**src/rtl/alu_pkg.sv**
```systemverilog
`default_nettype none
// ============================================================================
//  Module      : alu_pkg
//  Description : Shared ALU definitions: control codes, ALUOp encodings and
//                the multiply sequencer state type.
//  Revision    : 1.0 - initial release
// ============================================================================
package alu_pkg;

  // ALU control codes driven by the ALU control decoder
  localparam logic [2:0] ALU_NOP  = 3'b000;
  localparam logic [2:0] ALU_AND  = 3'b001;
  localparam logic [2:0] ALU_XOR  = 3'b010;
  localparam logic [2:0] ALU_SLL  = 3'b011;
  localparam logic [2:0] ALU_ADD  = 3'b100;
  localparam logic [2:0] ALU_SUB  = 3'b101;
  localparam logic [2:0] ALU_MUL  = 3'b110;
  localparam logic [2:0] ALU_SRAI = 3'b111;

  // ALUOp encodings from the main decoder
  localparam logic [1:0] ALUOP_LDST   = 2'b00;
  localparam logic [1:0] ALUOP_BRANCH = 2'b01;
  localparam logic [1:0] ALUOP_RTYPE  = 2'b10;
  localparam logic [1:0] ALUOP_ITYPE  = 2'b11;

  // Multiply sequencer states
  typedef enum logic [1:0] {
    IDLE = 2'd0,
    RUN  = 2'd1,
    DONE = 2'd2
  } seq_state_e;

endpackage : alu_pkg
`default_nettype wire

```
**src/rtl/mul_shift_add_dp.sv**
```systemverilog
`default_nettype none
// ============================================================================
//  Module      : mul_shift_add_dp
//  Description : Radix-2 shift-add multiply datapath. load captures the
//                operands and clears the accumulator; step performs one
//                conditional add followed by the operand shifts.
//  Revision    : 1.0 - initial release
// ============================================================================
module mul_shift_add_dp #(
  parameter int unsigned DATA_W = 32
) (
  input  logic              clk,
  input  logic              rst_n,
  input  logic              load,
  input  logic              step,
  input  logic [DATA_W-1:0] op1,
  input  logic [DATA_W-1:0] op2,
  output logic [DATA_W-1:0] acc_next
);

  logic [DATA_W-1:0] acc;
  logic [DATA_W-1:0] mcand;
  logic [DATA_W-1:0] mplr;

  // Accumulator after the current iteration; only the low DATA_W bits are kept
  assign acc_next = mplr[0] ? (acc + mcand) : acc;

  // Operand capture on load, one shift-add iteration per step
  always_ff @(posedge clk or negedge rst_n) begin
    if (!rst_n) begin
      acc   <= '0;
      mcand <= '0;
      mplr  <= '0;
    end else if (load) begin
      acc   <= '0;
      mcand <= op1;
      mplr  <= op2;
    end else if (step) begin
      acc   <= acc_next;
      mcand <= mcand << 1;
      mplr  <= mplr >> 1;
    end
  end

endmodule : mul_shift_add_dp
`default_nettype wire

```
**src/rtl/mul_seq_ctrl.sv**
```systemverilog
`default_nettype none
// ============================================================================
//  Module      : mul_seq_ctrl
//  Description : EX-stage sequencer for the ALU MUL operation. Stalls the
//                pipeline for DATA_W+1 cycles while a shift-add datapath
//                forms the low half of the product, then presents it for one
//                cycle alongside done_o as the stall releases.
//  Revision    : 1.0 - initial release
// ============================================================================
module mul_seq_ctrl
  import alu_pkg::*;
#(
  parameter int unsigned DATA_W   = 32,
  parameter logic [2:0]  MUL_CODE = ALU_MUL
) (
  input  logic              clk_i,
  input  logic              rst_i,
  input  logic              ex_valid_i,
  input  logic [2:0]        ALUCtrl_i,
  input  logic              flush_i,
  input  logic [DATA_W-1:0] op1_i,
  input  logic [DATA_W-1:0] op2_i,
  output logic              stall_o,
  output logic              busy_o,
  output logic              done_o,
  output logic [DATA_W-1:0] product_o
);

  localparam int unsigned      CNT_W    = $clog2(DATA_W) + 1;
  localparam logic [CNT_W-1:0] LAST_CNT = CNT_W'(DATA_W - 1);

  seq_state_e        state;
  logic [CNT_W-1:0]  cnt;
  logic              start;
  logic              load;
  logic              step;
  logic [DATA_W-1:0] acc_next;

  assign start = ex_valid_i && (ALUCtrl_i == MUL_CODE) && !flush_i;
  assign load  = (state == IDLE) && start;
  // A flushed RUN cycle does not iterate; the operation is abandoned anyway
  assign step  = (state == RUN) && !flush_i;

  mul_shift_add_dp #(
    .DATA_W (DATA_W)
  ) u_dp (
    .clk      (clk_i),
    .rst_n    (rst_i),
    .load     (load),
    .step     (step),
    .op1      (op1_i),
    .op2      (op2_i),
    .acc_next (acc_next)
  );

  // Stall holds the MUL in EX from the detect cycle until DONE; a flush
  // releases it in the same cycle
  always_comb begin
    stall_o = 1'b0;
    case (state)
      IDLE:    stall_o = start;
      RUN:     stall_o = !flush_i;
      default: stall_o = 1'b0;
    endcase
  end

  // Sequencer FSM with iteration counter and registered status/result outputs
  always_ff @(posedge clk_i or negedge rst_i) begin
    if (!rst_i) begin
      state     <= IDLE;
      cnt       <= '0;
      busy_o    <= 1'b0;
      done_o    <= 1'b0;
      product_o <= '0;
    end else begin
      case (state)
        IDLE: begin
          if (start) begin
            state     <= RUN;
            cnt       <= '0;
            busy_o    <= 1'b1;
            product_o <= '0;
          end
        end
        RUN: begin
          if (flush_i) begin
            state  <= IDLE;
            busy_o <= 1'b0;
          end else begin
            cnt <= cnt + CNT_W'(1);
            if (cnt == LAST_CNT) begin
              state     <= DONE;
              busy_o    <= 1'b0;
              done_o    <= 1'b1;
              product_o <= acc_next;
            end
          end
        end
        DONE: begin
          // The MUL leaves EX on this edge, so there is nothing to re-detect
          state  <= IDLE;
          done_o <= 1'b0;
        end
        default: begin
          state  <= IDLE;
          busy_o <= 1'b0;
          done_o <= 1'b0;
        end
      endcase
    end
  end

endmodule : mul_seq_ctrl
`default_nettype wire

```
**config.mk**
```make
export PLATFORM = sky130hd
export DESIGN_NAME = mul_seq_ctrl
export DESIGN_NICKNAME = d
export VERILOG_FILES = /design/src/rtl/alu_pkg.sv /design/src/rtl/mul_shift_add_dp.sv /design/src/rtl/mul_seq_ctrl.sv
export SDC_FILE = /design/constraint.sdc
export NUM_CORES = 1
export LEC_CHECK = 0
export BUFFER_PORTS_ARGS = -buffer_cell sky130_fd_sc_hd__buf_2
export CAP_MARGIN = 10
export CORE_MARGIN = 2
export CORE_UTILIZATION = 55
export CTS_CLUSTER_SIZE = 12
export DETAILED_ROUTE_END_ITERATION = 10
export PLACE_DENSITY = 0.84
export SYNTH_ARGS = -nofsm -noshare
export SYNTH_HDL_FRONTEND = slang
export SYNTH_SLANG_ARGS = --single-unit
```
**constraint.sdc**
```tcl
create_clock -name clk_i -period 6.6 [get_ports clk_i]
set_input_delay 1.32 -clock clk_i [delete_from_list [all_inputs] [get_ports clk_i]]
set_output_delay 1.32 -clock clk_i [all_outputs]
set_load 0.1 [all_outputs]
```
Word level (Yosys, flattened, before mapping)
Cells that the tools add are included.

Input bits: 71. Memories: 0. Output and inout port bits: 35. Latch bits: 0. Register bits after elaboration: 138. RAM bits: 0. Word-level logic and storage cells: 59. Memory bits (read-only): 0.

Div/mod/pow operators: 0. $add $sub $neg: 2. Equal/unequal tests: 8. Bitwise operators: 2. Mux-type cells: 26. $lt $le $gt $ge: 0. Reductions and logical operators: 13. Shift operators: 0. Multipliers: 0.

Operator list (number): $mux 32 (10); $pmux 32 s2 (1); $add 32x32->32 (1); $mux 6 (2); $pmux 6 s2 (1); $reduce_and 3->1 (3); $add 6x1->6 const B (1); $eq 6x5->1 const B (1); $mux 2 (3); $mux 1 (5); $logic_and 1x1->1 (4); $ne 2x2->1 const B (2); $pmux 1 s2 (2); $pmux 2 s2 (1); $reduce_and 4->1 (1); $reduce_bool 2->1 (2); $eq 3x3->1 const B (1); $ne 3x2->1 const B (1); $pmux 1 s3 (1); $eq 2x1->1 const B (1); $eq 2x2->1 const B (1); $logic_not 2->1 (1); $ne 2x1->1 const B (1); $not 1->1 (2); other kinds (2) (2).

Logic depth before layout (Yosys ltp)
Depth after elaboration: 5. Mapped depth: 12. Mapped depth without buffers: 12.

Cells and area by module
A second synthesis with hierarchy kept.

Cell total of the unflattened synthesis: 897. Area total of the unflattened synthesis: 8533.2 um^2.

By module, submodules not included: mul_shift_add_dp (sequential area each 2402.3 um^2, cells each 694, area an instance 6344.8 um^2, instances 1); mul_seq_ctrl (sequential area each 1051.0 um^2, cells each 203, area an instance 2188.3 um^2, instances 1).

Worst setup path before layout
No wires, ideal clock.

Path kind: input to output. Start point: in ALUCtrl_i[0]. End point: out stall_o. Cell stages on the path: 6. Data arrival time: 2813 ps. Setup slack: 2467 ps. Required time: 5280 ps. Buffers on the path: 1. Path through: nor4bb_1 > nand3b_1 > nor2_1 > clkbuf_1 > nor2_1 > inv_1.

Longest elaborated chain between the ends: 4.

RTL lines: start: declaration (RTL line mul_seq_ctrl.sv:19) `input logic [2:0] ALUCtrl_i,`; $eq 3x3->1 (RTL line mul_seq_ctrl.sv:39) `assign start = ex_valid_i && (ALUCtrl_i == MUL_CODE) && !flush_i;`; $logic_and 1x1->1 (2 in series) (RTL line mul_seq_ctrl.sv:39); $pmux 1 s2 (RTL line mul_seq_ctrl.sv:60) `case (state)`; end: declaration (RTL line mul_seq_ctrl.sv:23) `output logic stall_o,`.

No other way between the ends.

Final worst setup path
Ends and elaborated chain as after synthesis.

==> metrics.md <==
| Metric | Value |
|---|---|
| Status | finished clean |
| Vias/cell | 5.81 |
| Max Cap Viol | 0 |
| Initial antenna violation count | 0 |
| Cell Rows | 43 |
| Comb pwr share | 0.268 |
| Initial Util | 0.558 |
| Mapped cell area | 7680 µm² |
| Hold Violations, Final | 0 |
| Slew Viols, Final | 0 |
| Switching share of power | 0.345 |
| Post-Syn Nets | 925 |
| Non-filler instance count after layout | 1100 |
| DRC | 0 |
| Clk root buf | clkbuf_16 |
| Mapped Cells | 821 |
| Fin crit period | 4540 ps |
| Multi-input gate area | 4000 µm² |
| Crit-path max cell delay | 730 ps |
| Hold-fix buffers, CTS | 0 |
| #FFs+latches synth | 138 |
| Leading cell types by count after synthesis | nand2_1, dfrtp_1, o21ai_0 |
| HPWL after DPL | 12.1 mm |
| Core Footprint | 13800 µm² |
| Top cell type's share of synthesized area | 0.450 |
| Worst ir drop on vdd | 0.000195 V |
| Slew at the pin closest to its max-slew limit | 1040 ps |
| CP startpoint kind | input port |
| CP required | 5280 ps |
| Max Fclk | 0.220 GHz |
| Clk_lat worst skew | 430 ps |
| Most common cell in the netlist | nand2_1 |
| Critical-path top delay cell | nor2_4 |
| Diodes inserted | 0 |
| Crit path max fanout | 41 |
| Yosys cell types | 57 |
| Detailed Route WL | 18.1 mm |
| Grt total ovfl | 0 |
| Num ports | 106 |
| Clk network pwr share | 0.317 |
| CP most frequent cell | buf_2 |
| Die Span Y | 122 µm |
| Post-synthesis area per instance | 9.36 µm² |
| Crit-path leading delay family | simple AND/OR/NAND/NOR gates |
| Gr usage total | 0.258 |
| # resized after CTS | 0 |
| Leakage | 4.60 nW |
| Sink Count | 138 |
| Postcts setup bufs | 0 |
| Clock-pin transition on the worst setup and hold timing paths | 60 ps |
| Layout cells sized above 1 | 0.178 |
| Port bufs | 105 |
| CTS tree | yes |
| First-pass GRT wire length | 30.2 mm |
| Post-synthesis sequential area ratio | 0.450 |
| Nets | 1011 |
| DIE AREA | 14900 µm² |
| CP Capture Type | output pin |
| DRT iter0 DRCs | 485 |
| Worst hold path class | reg -> reg |
| Number of instances in the placed design | 1068 |
| Max-slew headroom | 0.308 |
| Tcrit/Tclk final | 0.687 |
| Num CTS Buffers | 17 |
| CP cell instances | buf_2 > nor4bb_1 > nand3b_1 > nor2_4 > nor2_2 > inv_1 > buf_2 |
| Htree depth | 4 |
| First-pass DRT Iterations | 5 |
| CP Class | in -> out |
| Sequential Area | 3450 µm² |
| Post-synth EDFFs | 0 |
| Internal power | 1.88 mW |
| Hold_sp | product_o[1] |
| Final Skew | 11.1 ps |
| GPL Wtd Cong | 0.877 |
| Sequential share of power | 0.415 |
| Synth area leaders | dfrtp_1, nand2_1, mux2i_1 |
| Routed wire per std cell | 16.5 µm |
| Die Wd | 122 µm |
| Vias in the first global route | 6149 |
| Worst r2r src | u_dp.mcand[0] |
| Setup_tns | 0 ps |
| Max Buffers Root-to-Sink | 2 |
| Largest net degree at the start of global routing | 98 |
| Filler cells | 1138 |
| Sw power | 992 µW |
| Largest area contributor in the netlist | dfrtp_1 |
| Synthesis-to-finish area growth | 16.0% |
| CP Launch Point | ALUCtrl_i[0] |
| Routed Antenna Nets | 0 |
| Asr flop ratio synth | 1.00 |
| Finish-stage setup viols | 0 |
| Pwr Density | 323 nW/µm² |
| RSZ-0062 raised after global routing | no |
| Yosys Warn Count | 0 |
| DR vias | 6394 |
| Primary FF master, synth | dfrtp_1 |
| Critical Path AT | 3220 ps |
| WP buf/inv | 3 |
registers in the layout, summed over array words and instances, names as in the netlist:
| signal | flops |
|---|---|
| product_o | 32 |
| u_dp.acc | 32 |
| u_dp.mcand | 32 |
| u_dp.mplr | 32 |
| cnt | 6 |
| state | 2 |
| busy_o | 1 |
| done_o | 1 |
path summary, 6_finish.rpt:
path,cells past startpoint,end,slack (ps)
max in group asynchronous,2,u_dp.mplr[0],4420
max,7,stall_o,2060
min in group asynchronous,1,u_dp.mcand[21],940
min reg2reg,2,product_o[1],480
max reg2reg,12,product_o[26],3210
min,2,product_o[1],480
worst min-delay path, cell delays in order, from the launching register on:
cell and delay [ps]:
dfrtp_1 340, nand2_1 50, o31ai_1 50
kinds of logic (layout without fill, tap and decap cells):
group,Yosys count,count (layout),share of synthesized area
AOI/OAI and AO/OA,250,250,0.211
xor gates and xnor gates,32,32,0.0365
adders and majority gates,33,33,0.0547
buffers and inverters,65,164,0.0318
DFF,138,138,0.450
muxes,56,56,0.0731
and+or+nand+nor,247,247,0.144
layout make-up:
class	instances	area share
Tap cell	180	0.0253
Clock inverter	12	0.0131
Inverter	19	0.00801
Sequential cell	138	0.388
Clock buffer	20	0.0501
Timing Repair Buffer	113	0.0664
Multi-Input combinational cell	618	0.449
metrics by stage:
stage	total power, mW	instance area, µm²	hold slack, ps	util	setup WS (ps)
floorplan	1.75	7680	456	-	2470
global placement	1.93	8350	461	0.606	2080
detailed placement	1.96	8350	469	0.606	2020
CTS	2.88	8910	483	0.647	2020
global route	3.05	8910	503	0.647	1870
finish	2.88	8910	478	0.647	2060
placed cells by master, fill, tap and decap left out, types with 4 or more instances in the layout:
| cell type | netlist | routed |
|---|---|---|
| clkinv_4 | 0 | 4 |
| xor2_1 | 18 | 18 |
| clkbuf_16 | 0 | 17 |
| a211o_1 | 5 | 5 |
| a21oi_1 | 39 | 39 |
| nor2_1 | 25 | 22 |
| o211ai_1 | 4 | 4 |
| ha_1 | 32 | 32 |
| nand2_1 | 158 | 158 |
| and2_1 | 4 | 4 |
| mux2i_1 | 55 | 55 |
| a22o_1 | 9 | 9 |
| inv_1 | 19 | 19 |
| a22oi_1 | 26 | 26 |
| o22ai_1 | 28 | 28 |
| o21bai_1 | 4 | 4 |
| nand2b_1 | 6 | 6 |
| nand4_1 | 4 | 4 |
| dfrtp_1 | 138 | 137 |
| o21ai_0 | 83 | 83 |
| and3_1 | 4 | 4 |
| nand3_1 | 13 | 13 |
| buf_4 | 0 | 8 |
| nor3b_1 | 13 | 13 |
| a21o_1 | 25 | 25 |
| buf_2 | 0 | 104 |
| xnor2_1 | 14 | 14 |
power groups by stage:
stage	logic [mW]	registers, mW	clock network, mW
after global placement	0.734	1.20	0
final	0.770	1.19	0.913
after detailed placement	0.758	1.20	0
after floorplan	0.610	1.14	0
after CTS	0.767	1.19	0.923
after global routing	0.868	1.22	0.962
routing by layer:
layer / global-route usage / wire length [µm] / vias to the layer above
met5: 0 / 0 / -
met4: 0.0912 / 363 / 0
met3: 0.0538 / 954 / 33
met2: 0.405 / 8510 / 165
met1: 0.356 / 8320 / 3073
li1: - / - / 3123
Power figures use the tool's default switching activity.
